$ cat src/rtl/load_store_unit_if.sv
// Core-side request/response and memory-side strobe signals of the load/store unit.
// The LSU connects through the slave modport and its environment through the master modport.
interface load_store_unit_if;
   logic        req_i;
   logic        ready_o;
   logic        we_i;
   logic [1:0]  size_i;
   logic        unsigned_i;
   logic [31:0] addr_i;
   logic [31:0] wdata_i;
   logic [31:0] rdata_o;
   logic        done_o;
   logic        err_o;
   logic        mem_rd_en_o;
   logic        mem_wr_en_o;
   logic [31:0] mem_addr_o;
   logic [31:0] mem_data_o;
   logic [31:0] mem_data_i;
   logic        mem_ack_i;

   modport slave (
      input  req_i, we_i, size_i, unsigned_i, addr_i, wdata_i, mem_data_i, mem_ack_i,
      output ready_o, rdata_o, done_o, err_o, mem_rd_en_o, mem_wr_en_o, mem_addr_o, mem_data_o
   );

   modport master (
      output req_i, we_i, size_i, unsigned_i, addr_i, wdata_i, mem_data_i, mem_ack_i,
      input  ready_o, rdata_o, done_o, err_o, mem_rd_en_o, mem_wr_en_o, mem_addr_o, mem_data_o
   );
endinterface

$ cat src/rtl/load_store_unit.sv
// Load/store unit: byte/halfword/word loads with sign or zero extension and
// sub-word stores through a read-modify-write of the containing memory word.
module load_store_unit (
   input  logic                    clk,
   input  logic                    rst_n,
   load_store_unit_if.slave        bus
);

   typedef enum logic [2:0] {
      IDLE,
      LOAD,
      STORE,
      RMW_RD,
      RMW_WR,
      DONE
   } state_t;

   state_t      state_q, state_d;
   logic        we_q, we_d;
   logic [1:0]  size_q, size_d;
   logic        unsigned_q, unsigned_d;
   logic [31:0] addr_q, addr_d;
   logic [31:0] wdata_q, wdata_d;
   logic [31:0] rdata_q, rdata_d;
   logic [31:0] merged_q, merged_d;
   logic        err_q, err_d;

   logic        misaligned;
   logic [7:0]  byteLane;
   logic [15:0] halfLane;
   logic [31:0] loadValue;
   logic [31:0] mergeValue;

   always_ff @(posedge clk or negedge rst_n) begin
      if (!rst_n) begin
         state_q    <= IDLE;
         we_q       <= 1'b0;
         size_q     <= 2'b00;
         unsigned_q <= 1'b0;
         addr_q     <= '0;
         wdata_q    <= '0;
         rdata_q    <= '0;
         merged_q   <= '0;
         err_q      <= 1'b0;
      end else begin
         state_q    <= state_d;
         we_q       <= we_d;
         size_q     <= size_d;
         unsigned_q <= unsigned_d;
         addr_q     <= addr_d;
         wdata_q    <= wdata_d;
         rdata_q    <= rdata_d;
         merged_q   <= merged_d;
         err_q      <= err_d;
      end
   end

   // Lane extraction and merge always work on the captured address, never the live inputs.
   always_comb begin
      byteLane   = bus.mem_data_i[{addr_q[1:0], 3'b000} +: 8];
      halfLane   = addr_q[1] ? bus.mem_data_i[31:16] : bus.mem_data_i[15:0];
      loadValue  = bus.mem_data_i;
      mergeValue = bus.mem_data_i;
      case (size_q)
         2'b00: begin
            loadValue = {{24{~unsigned_q & byteLane[7]}}, byteLane};
            mergeValue[{addr_q[1:0], 3'b000} +: 8] = wdata_q[7:0];
         end
         2'b01: begin
            loadValue = {{16{~unsigned_q & halfLane[15]}}, halfLane};
            mergeValue[{addr_q[1], 4'b0000} +: 16] = wdata_q[15:0];
         end
         default: begin
            loadValue = bus.mem_data_i;
         end
      endcase
   end

   always_comb begin
      misaligned = (bus.size_i == 2'b11) ||
                   ((bus.size_i == 2'b01) && bus.addr_i[0]) ||
                   ((bus.size_i == 2'b10) && (bus.addr_i[1:0] != 2'b00));
   end

   always_comb begin
      state_d         = state_q;
      we_d            = we_q;
      size_d          = size_q;
      unsigned_d      = unsigned_q;
      addr_d          = addr_q;
      wdata_d         = wdata_q;
      rdata_d         = rdata_q;
      merged_d        = merged_q;
      err_d           = err_q;
      bus.ready_o     = 1'b0;
      bus.done_o      = 1'b0;
      bus.err_o       = 1'b0;
      bus.mem_rd_en_o = 1'b0;
      bus.mem_wr_en_o = 1'b0;
      bus.mem_data_o  = '0;

      case (state_q)
         IDLE: begin
            bus.ready_o = 1'b1;
            if (bus.req_i) begin
               we_d       = bus.we_i;
               size_d     = bus.size_i;
               unsigned_d = bus.unsigned_i;
               addr_d     = bus.addr_i;
               wdata_d    = bus.wdata_i;
               err_d      = misaligned;
               if (misaligned) begin
                  state_d = DONE;
               end else if (!bus.we_i) begin
                  state_d = LOAD;
               end else if (bus.size_i == 2'b10) begin
                  state_d = STORE;
               end else begin
                  state_d = RMW_RD;
               end
            end
         end
         LOAD: begin
            bus.mem_rd_en_o = 1'b1;
            if (bus.mem_ack_i) begin
               rdata_d = loadValue;
               state_d = DONE;
            end
         end
         STORE: begin
            bus.mem_wr_en_o = 1'b1;
            bus.mem_data_o  = wdata_q;
            if (bus.mem_ack_i) begin
               state_d = DONE;
            end
         end
         RMW_RD: begin
            bus.mem_rd_en_o = 1'b1;
            if (bus.mem_ack_i) begin
               merged_d = mergeValue;
               state_d  = RMW_WR;
            end
         end
         RMW_WR: begin
            bus.mem_wr_en_o = 1'b1;
            bus.mem_data_o  = merged_q;
            if (bus.mem_ack_i) begin
               state_d = DONE;
            end
         end
         DONE: begin
            bus.done_o = 1'b1;
            bus.err_o  = err_q;
            state_d    = IDLE;
         end
         default: begin
            state_d = IDLE;
         end
      endcase
   end

   assign bus.mem_addr_o = {addr_q[31:2], 2'b00};
   assign bus.rdata_o    = rdata_q;

endmodule
$ cat src/flat_wrapper.sv
// flat-port wrapper written by rule: the top's interface ports become plain ports
module load_store_unit_flat 
  (clk, rst_n, bus_req_i, bus_we_i, bus_size_i, bus_unsigned_i, bus_addr_i, bus_wdata_i, bus_mem_data_i, bus_mem_ack_i, bus_ready_o, bus_rdata_o, bus_done_o, bus_err_o, bus_mem_rd_en_o, bus_mem_wr_en_o, bus_mem_addr_o, bus_mem_data_o);
  load_store_unit_if bus_i ();
  input  logic clk;
  input  logic rst_n;
  input wire logic [$bits(bus_i.req_i)-1:0] bus_req_i;
  input wire logic [$bits(bus_i.we_i)-1:0] bus_we_i;
  input wire logic [$bits(bus_i.size_i)-1:0] bus_size_i;
  input wire logic [$bits(bus_i.unsigned_i)-1:0] bus_unsigned_i;
  input wire logic [$bits(bus_i.addr_i)-1:0] bus_addr_i;
  input wire logic [$bits(bus_i.wdata_i)-1:0] bus_wdata_i;
  input wire logic [$bits(bus_i.mem_data_i)-1:0] bus_mem_data_i;
  input wire logic [$bits(bus_i.mem_ack_i)-1:0] bus_mem_ack_i;
  output wire logic [$bits(bus_i.ready_o)-1:0] bus_ready_o;
  output wire logic [$bits(bus_i.rdata_o)-1:0] bus_rdata_o;
  output wire logic [$bits(bus_i.done_o)-1:0] bus_done_o;
  output wire logic [$bits(bus_i.err_o)-1:0] bus_err_o;
  output wire logic [$bits(bus_i.mem_rd_en_o)-1:0] bus_mem_rd_en_o;
  output wire logic [$bits(bus_i.mem_wr_en_o)-1:0] bus_mem_wr_en_o;
  output wire logic [$bits(bus_i.mem_addr_o)-1:0] bus_mem_addr_o;
  output wire logic [$bits(bus_i.mem_data_o)-1:0] bus_mem_data_o;
  assign bus_i.req_i = bus_req_i;
  assign bus_i.we_i = bus_we_i;
  assign bus_i.size_i = bus_size_i;
  assign bus_i.unsigned_i = bus_unsigned_i;
  assign bus_i.addr_i = bus_addr_i;
  assign bus_i.wdata_i = bus_wdata_i;
  assign bus_i.mem_data_i = bus_mem_data_i;
  assign bus_i.mem_ack_i = bus_mem_ack_i;
  assign bus_ready_o = bus_i.ready_o;
  assign bus_rdata_o = bus_i.rdata_o;
  assign bus_done_o = bus_i.done_o;
  assign bus_err_o = bus_i.err_o;
  assign bus_mem_rd_en_o = bus_i.mem_rd_en_o;
  assign bus_mem_wr_en_o = bus_i.mem_wr_en_o;
  assign bus_mem_addr_o = bus_i.mem_addr_o;
  assign bus_mem_data_o = bus_i.mem_data_o;
  load_store_unit u_core (.clk(clk), .rst_n(rst_n), .bus(bus_i));
endmodule
$ cat config.mk
export PLATFORM = sky130hd
export DESIGN_NAME = load_store_unit_flat
export DESIGN_NICKNAME = d
export VERILOG_FILES = /design/src/rtl/load_store_unit_if.sv /design/src/rtl/load_store_unit.sv /design/src/flat_wrapper.sv
export SDC_FILE = /design/constraint.sdc
export NUM_CORES = 1
export LEC_CHECK = 0
export ABC_AREA = 1
export CAP_MARGIN = 20
export CORE_MARGIN = 4
export CORE_UTILIZATION = 55
export CTS_BUF_LIST = sky130_fd_sc_hd__clkbuf_8
export DETAILED_ROUTE_END_ITERATION = 8
export PLACE_DENSITY = 0.95
export SYNTH_ARGS = -nofsm -noshare
export SYNTH_HDL_FRONTEND = slang
export SYNTH_SLANG_ARGS = --single-unit
$ cat constraint.sdc
create_clock -name clk -period 5.47 [get_ports clk]
set_input_delay 1.094 -clock clk [delete_from_list [all_inputs] [get_ports clk]]
set_output_delay 1.094 -clock clk [all_outputs]
set_load 0.02 [all_outputs]
# Yosys cells after proc, flatten, opt, wreduce, memory -nomap -nowiden

Cells that the tools add are included.

Input port bits: 104
Register bits after elaboration: 135
Word-level logic and storage cells: 62

Bitwise operators: 3
Shift operators: 5
Muxes and demuxes: 18
Reduce and logical (&&, ||, !) cells: 14
Eq/ne operators: 12
$add $sub $neg: 2

Operators by type and width:

| operator                                               | count |
|---|---|
| one-hot mux 32 bit (2 select lines)                    | 3 |
| bitwise mux 32 bit                                     | 2 |
| variable shift 16 x 7 -> 32 bit (first input constant) | 1 |
| variable shift 8 x 7 -> 32 bit (first input constant)  | 1 |
| variable part select 16 x 7 -> 32 bit                  | 1 |
| variable part select 32 x 6 -> 8 bit                   | 1 |
| variable part select 8 x 7 -> 32 bit                   | 1 |
| 2-to-1 mux 16 bit                                      | 1 |
| 2-to-1 mux 3 bit                                       | 5 |
| negator 5 -> 7 bit                                     | 2 |
| one-hot mux 3 bit (3 select lines)                     | 1 |
| equality test 3 x 2 -> 1 bit (second input constant)   | 2 |
| equality test 3 bit (second input constant)            | 2 |
| 2-to-1 mux 1 bit                                       | 6 |
| AND reduction 2 bit                                    | 3 |
| equality test 2 x 1 -> 1 bit (second input constant)   | 2 |
| equality test 2 bit (second input constant)            | 2 |
| != test 2 bit (second input constant)                  | 2 |
| OR reduction 2 bit                                     | 2 |
| equality test 3 x 1 -> 1 bit (second input constant)   | 1 |
| zero test 3 bit                                        | 1 |
| AND reduction 3 bit                                    | 1 |
| OR reduction 3 bit                                     | 1 |
| AND 1 bit                                              | 2 |
| other kinds (6)                                        | 8 |

# Depth between registers and ports, before layout

Gate-level depths: netlist of run 1.

Depth after elaboration: 7
Depth in mapped cells: 10
Mapped depth without buffers: 8

# Worst setup path after synthesis of run 1

No wires, ideal clock.

Path kind: reg-to-output
Start: reg u_core.state_q[2]
End: out bus_mem_data_o[10]
Arrival: 1367 ps
Buffers on the path: 2
Required time: 4376 ps
Path slack: 3009 ps
Stages on the path, launching flop included: 6
Path through: dfrtp_1 > buf_2 > inv_1 > nand3_1 > clkbuf_1 > o22ai_1

Word-level cells in the longest chain between the ends: 2
Elaborated cells between the ends (all ways): 3

Ends and longest elaborated chain:

| what                                                                       | line                   | source |
|---|---|---|
| start: declaration                                                         | load_store_unit.sv:18  | `state_t state_q, state_d;` |
| start signal: assignment                                                   | load_store_unit.sv:46  | `state_q <= state_d;` |
| equality test 3 bit / equality test 3 x 2 -> 1 bit (equally long branches) | load_store_unit.sv:102 | `case (state_q)` |
| one-hot mux 32 bit (2 select lines) *                                      | load_store_unit.sv:102 |  |
| end: declaration                                                           | flat_wrapper.sv:22     | `output wire logic [$bits(bus_i.mem_data_o)-1:0] bus_mem_data_o;` |

Mark *: on every way between the ends. The rest lies on a longest branch, timed or not.

# Final worst setup path of run 1

Start: reg u_core.state_q[2]
End: out bus_mem_data_o[11]

Same word-level chain as after synthesis.

==> out/results.tsv, run 1 <==
metric	value	unit
status	finished, final reports clean	
Crit Path Category	register to output pin	
Slowest-stage cell, CP	clkdlybuf4s50_1	
routability cong.	0.979	
FF+latch count, synth	135	
starting density of the core	56.5	%
CP max FO	34	
number of H-tree levels	4	
CTS Buf Count	17	
hold-critical path depth	2	
WL/cell	17.2	µm
leakage power	0.00491	µW
total track usage	30.9	%
Clock Tree Root	clkbuf_8	
HPWL Detailed	17.5	mm
DRC viols	0	
violation count after the first detailed-routing iteration	1104	
Yosys warnings	0	
vias in the first global route	7780	
die area	16400	µm²
Congestion Overflow GR	0	
mapped cell area	7910	µm²
first-pass GRT wire length	39.9	mm
drt via density	5.57	
total power	6020	µW
Switching Power	2790	µW
cell count after synthesis	1119	
diode count	0	
Reg area	3380	µm²
Clock Skews	0.0117	ns
post-synthesis adder-cell area fraction	0.791	%
fin. max-slew vios	0	
antenna-violating nets left	0	
Simple-Gate Fraction of Synth Area	27.5	%
top cell type's share of synthesized area	42.7	%
largest cells by area after synthesis	dfrtp_1 43%, nand2_1 18%, inv_1 6.0%	
register area share after synthesis	42.7	%
Hold Path Class	register to register	
Final Hold Viols	0	
port bufs	202	
Setup TNS	0	ns
hold buffers post-CTS	0	
Synth Area in Compound Gates	15.5	%
element type at the critical path end	output pin	
CP top delay family	buffers and inverters	
Worst Tran Pin Value	1.06	ns
Startpoint Class	register	
# Max-Cap Violations	0	
sequential power share	29.6	%
EDFF count, synth	0	
Clock Latency Late Sink	0.46	ns
fin crit share	62.9	%
Max Root-Sink Buffers	2	
fillers	1103	
WP data required	4.38	ns
clock power share	15.1	%
Setup Viol. Count Final	0	
Site Rows	43	
vias	8065	
clk slew on worst S/H paths	0.08	ns
setup bufs post-CTS	0	
normalized max-slew margin	29.3	%
Ports	205	
main combinational cell family by area after synthesis	simple AND/OR/NAND/NOR gates	
sw frac	46.3	%
share of cells above drive strength 1	4.89	%
die width	128	µm
P_int	3230	µW
P per Cell Area	597	nW/µm²
largest net degree at the start of global routing	100	
area grow syn2layout	27.5	%
Crit path largest cell delay	0.58	ns
Worst path depth	5	
f_max	291	MHz
Core ar.	14000	µm²
CTS tree	built	
area leader, netlist	dfrtp_1	
mux share of post-synthesis cell area	0	%
xor/xnor cell area share of the yosys netlist	0	%
RSZ-0062 raised after global routing	false	
Die H	128	µm
asr flop ratio synth	100	%
fin crit period	3.44	ns
Worst VDD drop	0.000370	V
Worst Path Arrival	2.35	ns
Pre-antenna DRT Iters	6	
Avg Cell Area, Syn	7.07	µm²
area occupied by multi-input gates	3470	µm²
antenna violations before repair	0	
Nets	1365	
reg2reg path depth	7	
Critical path buffers and inverters	3	
Num Clock Sinks	135	
combinational cell fraction of total power	55.3	%
Main synth FF type	dfrtp_1	
Gates resized, CTS repair	0	
drt total wl	25.0	mm
CP cell instances	inv_1 > nand3_1 > buf_4 > o22ai_1 > clkdlybuf4s50_1	
synth unique cells	31	
[layer usage]
metal	vias up	GRT usage [%]	share of wire [%]
li1	3779	-	-
met4	0	10.8	3.4
met2	517	48.6	47
met3	78	8.21	11
met5	-	0	0
met1	3691	41.4	38
[power groups by stage]
stage	Clock [µW]	Combinational [µW]	Sequential (µW)
after global placement	0	3180	1760
after CTS	911	3290	1770
after detailed placement	0	3260	1780
after global routing	954	3630	1830
after floorplan	0	2080	1830
final	908	3330	1780
[placed cells by master, fill, tap and decap left out, types with 6 or more instances in the layout]
cell,n
nand3_1,22
clkbuf_8,21
nand4_1,16
nor3_1,18
a21oi_1,69
nand2_1,376
clkdlybuf4s50_1,201
buf_4,8
inv_1,126
o22ai_1,48
o21ai_0,63
a21boi_0,26
nor2_1,96
dfrtp_1,134
o21ai_2,6
[tightest hold or removal path: stages, from the launching register on]
cell and delay, ns:
dfrtp_1 0.35, nand2_1 0.05, nand2_1 0.05
[path summary, 6_finish.rpt]
| kind | start | end | slack [ns] |
|---|---|---|---|
| min in group asynchronous | rst_n | u_core.wdata_q[15] | 0.71 |
| hold reg to reg | u_core.addr_q[18] | u_core.addr_q[18] | 0.49 |
| setup reg to reg | u_core.addr_q[0] | u_core.merged_q[9] | 2.70 |
| hold / removal | u_core.addr_q[18] | u_core.addr_q[18] | 0.49 |
| setup / recovery | u_core.state_q[2] | bus_mem_data_o[11] | 2.03 |
| max in group asynchronous | rst_n | u_core.bus.rdata_o[7] | 3.74 |
[logic make-up after synthesis]
| kind of cell | after synthesis |
|---|---|
| fa+ha+maj | 5 |
| flops | 135 |
| buf+inv | 224 |
| other cells | 1 |
| compound gates | 214 |
| simple gates | 540 |
[flip-flops by register name, indices dropped and copies added, names as in the netlist]
name	count
u_core.state_q	3
u_core.unsigned_q	1
u_core.addr_q	32
u_core.wdata_q	32
u_core.bus.rdata_o	32
u_core.err_q	1
u_core.size_q	2
u_core.merged_q	32
[layout make-up]
cell class,count,share of cell area (%)
clock inverters,11,1.42
flip-flops and latches,135,33.5
repair buffers,210,20.7
clock buffers,21,2.87
well taps,180,2.23
inverters,131,4.89
multi-input cells,761,34.4
[metrics by stage]
stage          hold WS (ns)  cells  setup WS, ns  cell area, µm²  util (%)
2_1_floorplan         0.446   1120          3.01            7910         -
3_3_place_gp          0.462   1417          2.42            9650      69.0
3_5_place_dp          0.465   1417          2.34            9650      69.0
4_1_cts               0.487   1449          2.04           10100      72.1
5_1_grt               0.507   1449          1.89           10100      72.1
6_report              0.485   1449          2.03           10100      72.1
[cells in the mapped netlist, types with 16 or more instances]
cell type	number
nand2_1	376
dfrtp_1	135
inv_1	126
nor2_1	96
a21oi_1	69
o21ai_0	63
o22ai_1	48
buf_4	38
a21boi_0	26
buf_2	22
clkbuf_1	22
nand3_1	22
nor3_1	18
nand4_1	16
Power figures use the tool's default switching activity.
==> inputs of run 2 (changes only) <==
--- a/config.mk
+++ b/config.mk
@@ -8,10 +8,10 @@
 export ABC_AREA = 1
 export CAP_MARGIN = 20
 export CORE_MARGIN = 4
-export CORE_UTILIZATION = 55
+export CORE_UTILIZATION = 51
 export CTS_BUF_LIST = sky130_fd_sc_hd__clkbuf_8
 export DETAILED_ROUTE_END_ITERATION = 8
-export PLACE_DENSITY = 0.95
+export PLACE_DENSITY = 0.89
 export SYNTH_ARGS = -nofsm -noshare
 export SYNTH_HDL_FRONTEND = slang
 export SYNTH_SLANG_ARGS = --single-unit
==> constraint.sdc (replaced) <==
create_clock -name clk -period 3.55 [get_ports clk]
set_input_delay 0.71 -clock clk [delete_from_list [all_inputs] [get_ports clk]]
set_output_delay 0.71 -clock clk [all_outputs]
set_load 0.02 [all_outputs]
==> run 2 against run 1 <==
Die area rose by 7.3%. Setup slack got worse by 1.5 ns. Critical path depth did not move. Largest cell class unchanged. Highest routed layer unchanged.
==> out/results.tsv, run 2 (synthesis results as in run 1) <==
metric	value	unit	change
final core occ	66.4	%	-5.6 points
element type at the critical path end	output pin		
drt total wl	25.4	mm	+1.8%
fin. max-slew vios	0		unchanged
area grow syn2layout	27.7	%	
Final Hold Viols	0		unchanged
antenna violations before repair	0		unchanged
Startpoint Class	register		
routability cong.	0.995		+1.6%
normalized max-slew margin	37.2	%	+7.9 points
Switching Power	4300	µW	+54%
RSZ-0062 raised after global routing	false		
clk slew on worst S/H paths	0.07	ns	about the same
reg-to-reg slack, setup	0.97	ns	-1.73 ns
reg2reg path depth	8		+1
Slowest-stage cell, CP	clkdlybuf4s50_1		
sequential power share	29.8	%	+0.2 points
vias in the first global route	7632		-1.9%
CP cell instances	nor2_1 > nand2_1 > buf_4 > o22ai_1 > clkdlybuf4s50_1		
Clock Latency Late Sink	0.45	ns	about the same
leakage power	0.00493	µW	+0.44%
number of H-tree levels	4		unchanged
Setup Viol. Count Final	0		unchanged
die area	17600	µm²	+7.3%
Worst VDD drop	0.000648	V	+75%
Num Clock Sinks	135		unchanged
Nets	1372		+0.51%
die width	133	µm	+3.6%
Pre-antenna DRT Iters	6		unchanged
Site Rows	45		+4.7%
fin crit period	3.03	ns	
Core ar.	15200	µm²	+8.7%
Worst Tran Pin Value	0.938	ns	-0.121 ns
antenna-violating nets left	0		unchanged
commonest non-fill, non-tap cells in the layout	376 x nand2_1, 201 x clkdlybuf4s50_1, 134 x dfrtp_1		
P_int	4870	µW	+51%
Worst R2R Start	u_core.addr_q[1]		
hold buffers post-CTS	0		unchanged
Max Root-Sink Buffers	2		unchanged
WP data required	2.84	ns	-1.54 ns
first-pass GRT wire length	40.3	mm	+0.86%
Die H	133	µm	+3.6%
Clock Tree Root	clkbuf_8		
Setup TNS	0	ns	unchanged
starting density of the core	52.0	%	-4.5 points
total track usage	28.7	%	-2.2 points
area post-placement	9740	µm²	+0.91%
largest net degree at the start of global routing	79		-21%
CP max FO	17		-50%
fillers	1323		+20%
Crit path largest cell delay	0.65	ns	+0.07 ns
Gates resized, CTS repair	0		unchanged
commonest non-fill, non-tap cell in the layout	nand2_1		
HPWL Detailed	18.7	mm	+6.9%
status	finished, final reports clean		
f_max	330	MHz	
P per Cell Area	907	nW/µm²	+52%
combinational cell fraction of total power	56.9	%	+1.6 points
Clock Skews	0.00845	ns	-0.00323 ns
# Max-Cap Violations	0		unchanged
DRC viols	0		unchanged
Hold Path Class	primary input to async pin		
fin crit share	85.5	%	
setup bufs post-CTS	0		unchanged
clock power share	13.3	%	-1.8 points
Crit Path Category	register to output pin		
CTS tree	built		
Ports	205		unchanged
sw frac	46.9	%	+0.55 points
vias	8096		+0.38%
share of cells above drive strength 1	5.10	%	+0.21 points
diode count	0		unchanged
port bufs	202		unchanged
drt via density	5.53		-0.58%
violation count after the first detailed-routing iteration	1091		-1.2%
Worst Path Arrival	2.32	ns	-0.03 ns
RR Endpoint	u_core.merged_q[16]		
WL/cell	17.4	µm	+0.82%
total power	9160	µW	+52%
CTS Buf Count	17		unchanged
Final Instance Area	10100	µm²	+0.20%
Congestion Overflow GR	0		unchanged
-- run 2: power groups by stage --
| stage | Sequential, µW | Clock, µW | Combinational (µW) |
|---|---|---|---|
| final | 2730 | 1220 | 5210 |
| after global routing | 2800 | 1300 | 5660 |
| after CTS | 2710 | 1220 | 5160 |
| after detailed placement | 2740 | 0 | 5130 |
| after global placement | 2710 | 0 | 5030 |
| after floorplan | 2820 | 0 | 3210 |
-- run 2: layout make-up --
class / instances / area [µm²] / share of cell area (%)
multi-input combinational: 761 / 3470 / 34.3
sequential: 135 / 3380 / 33.5
timing repair buffer: 217 / 2160 / 21.4
inverter: 131 / 493 / 4.88
clock buffer: 18 / 248 / 2.45
tap: 188 / 235 / 2.33
clock inverter: 13 / 116 / 1.15
-- run 2: worst max-delay path, delay by kind of cell, from the launching register on --
family                 cells  cell delay (ns)
buffers and inverters      2             0.87
and+or+nand+nor            2             0.25
AOI/OAI and AO/OA          1             0.24
DFF                        1             0.50
-- run 2: through the flow --
step                      setup slack [ns]  hold slack [ns]  cells
after floorplan                       1.47            0.414   1120
after global placement                1.06            0.460   1432
after detailed placement             0.934            0.466   1432
after CTS                            0.493            0.318   1463
after global routing                 0.418            0.346   1463
final                                0.516            0.297   1463
-- run 2: worst max-delay path by stage --
stage	end	slack, ns	from
final	bus_mem_data_o[21]	0.52	u_core.state_q[1]
after global routing	bus_mem_data_o[25]	0.42	u_core.state_q[1]
after CTS	bus_mem_data_o[21]	0.49	u_core.state_q[1]
after detailed placement	u_core.merged_q[0]	0.93	bus_mem_ack_i
after global placement	u_core.merged_q[11]	1.06	bus_mem_ack_i
after floorplan	bus_mem_data_o[10]	1.47	u_core.state_q[2]
-- run 2: layer usage --
| metal | wire, µm | GRT usage (%) |
|---|---|---|
| met1 | 10200 | 39.2 |
| met2 | 11900 | 45.3 |
| met3 | 2500 | 6.92 |
| met4 | 798 | 9.06 |
| met5 | 0 | 0 |
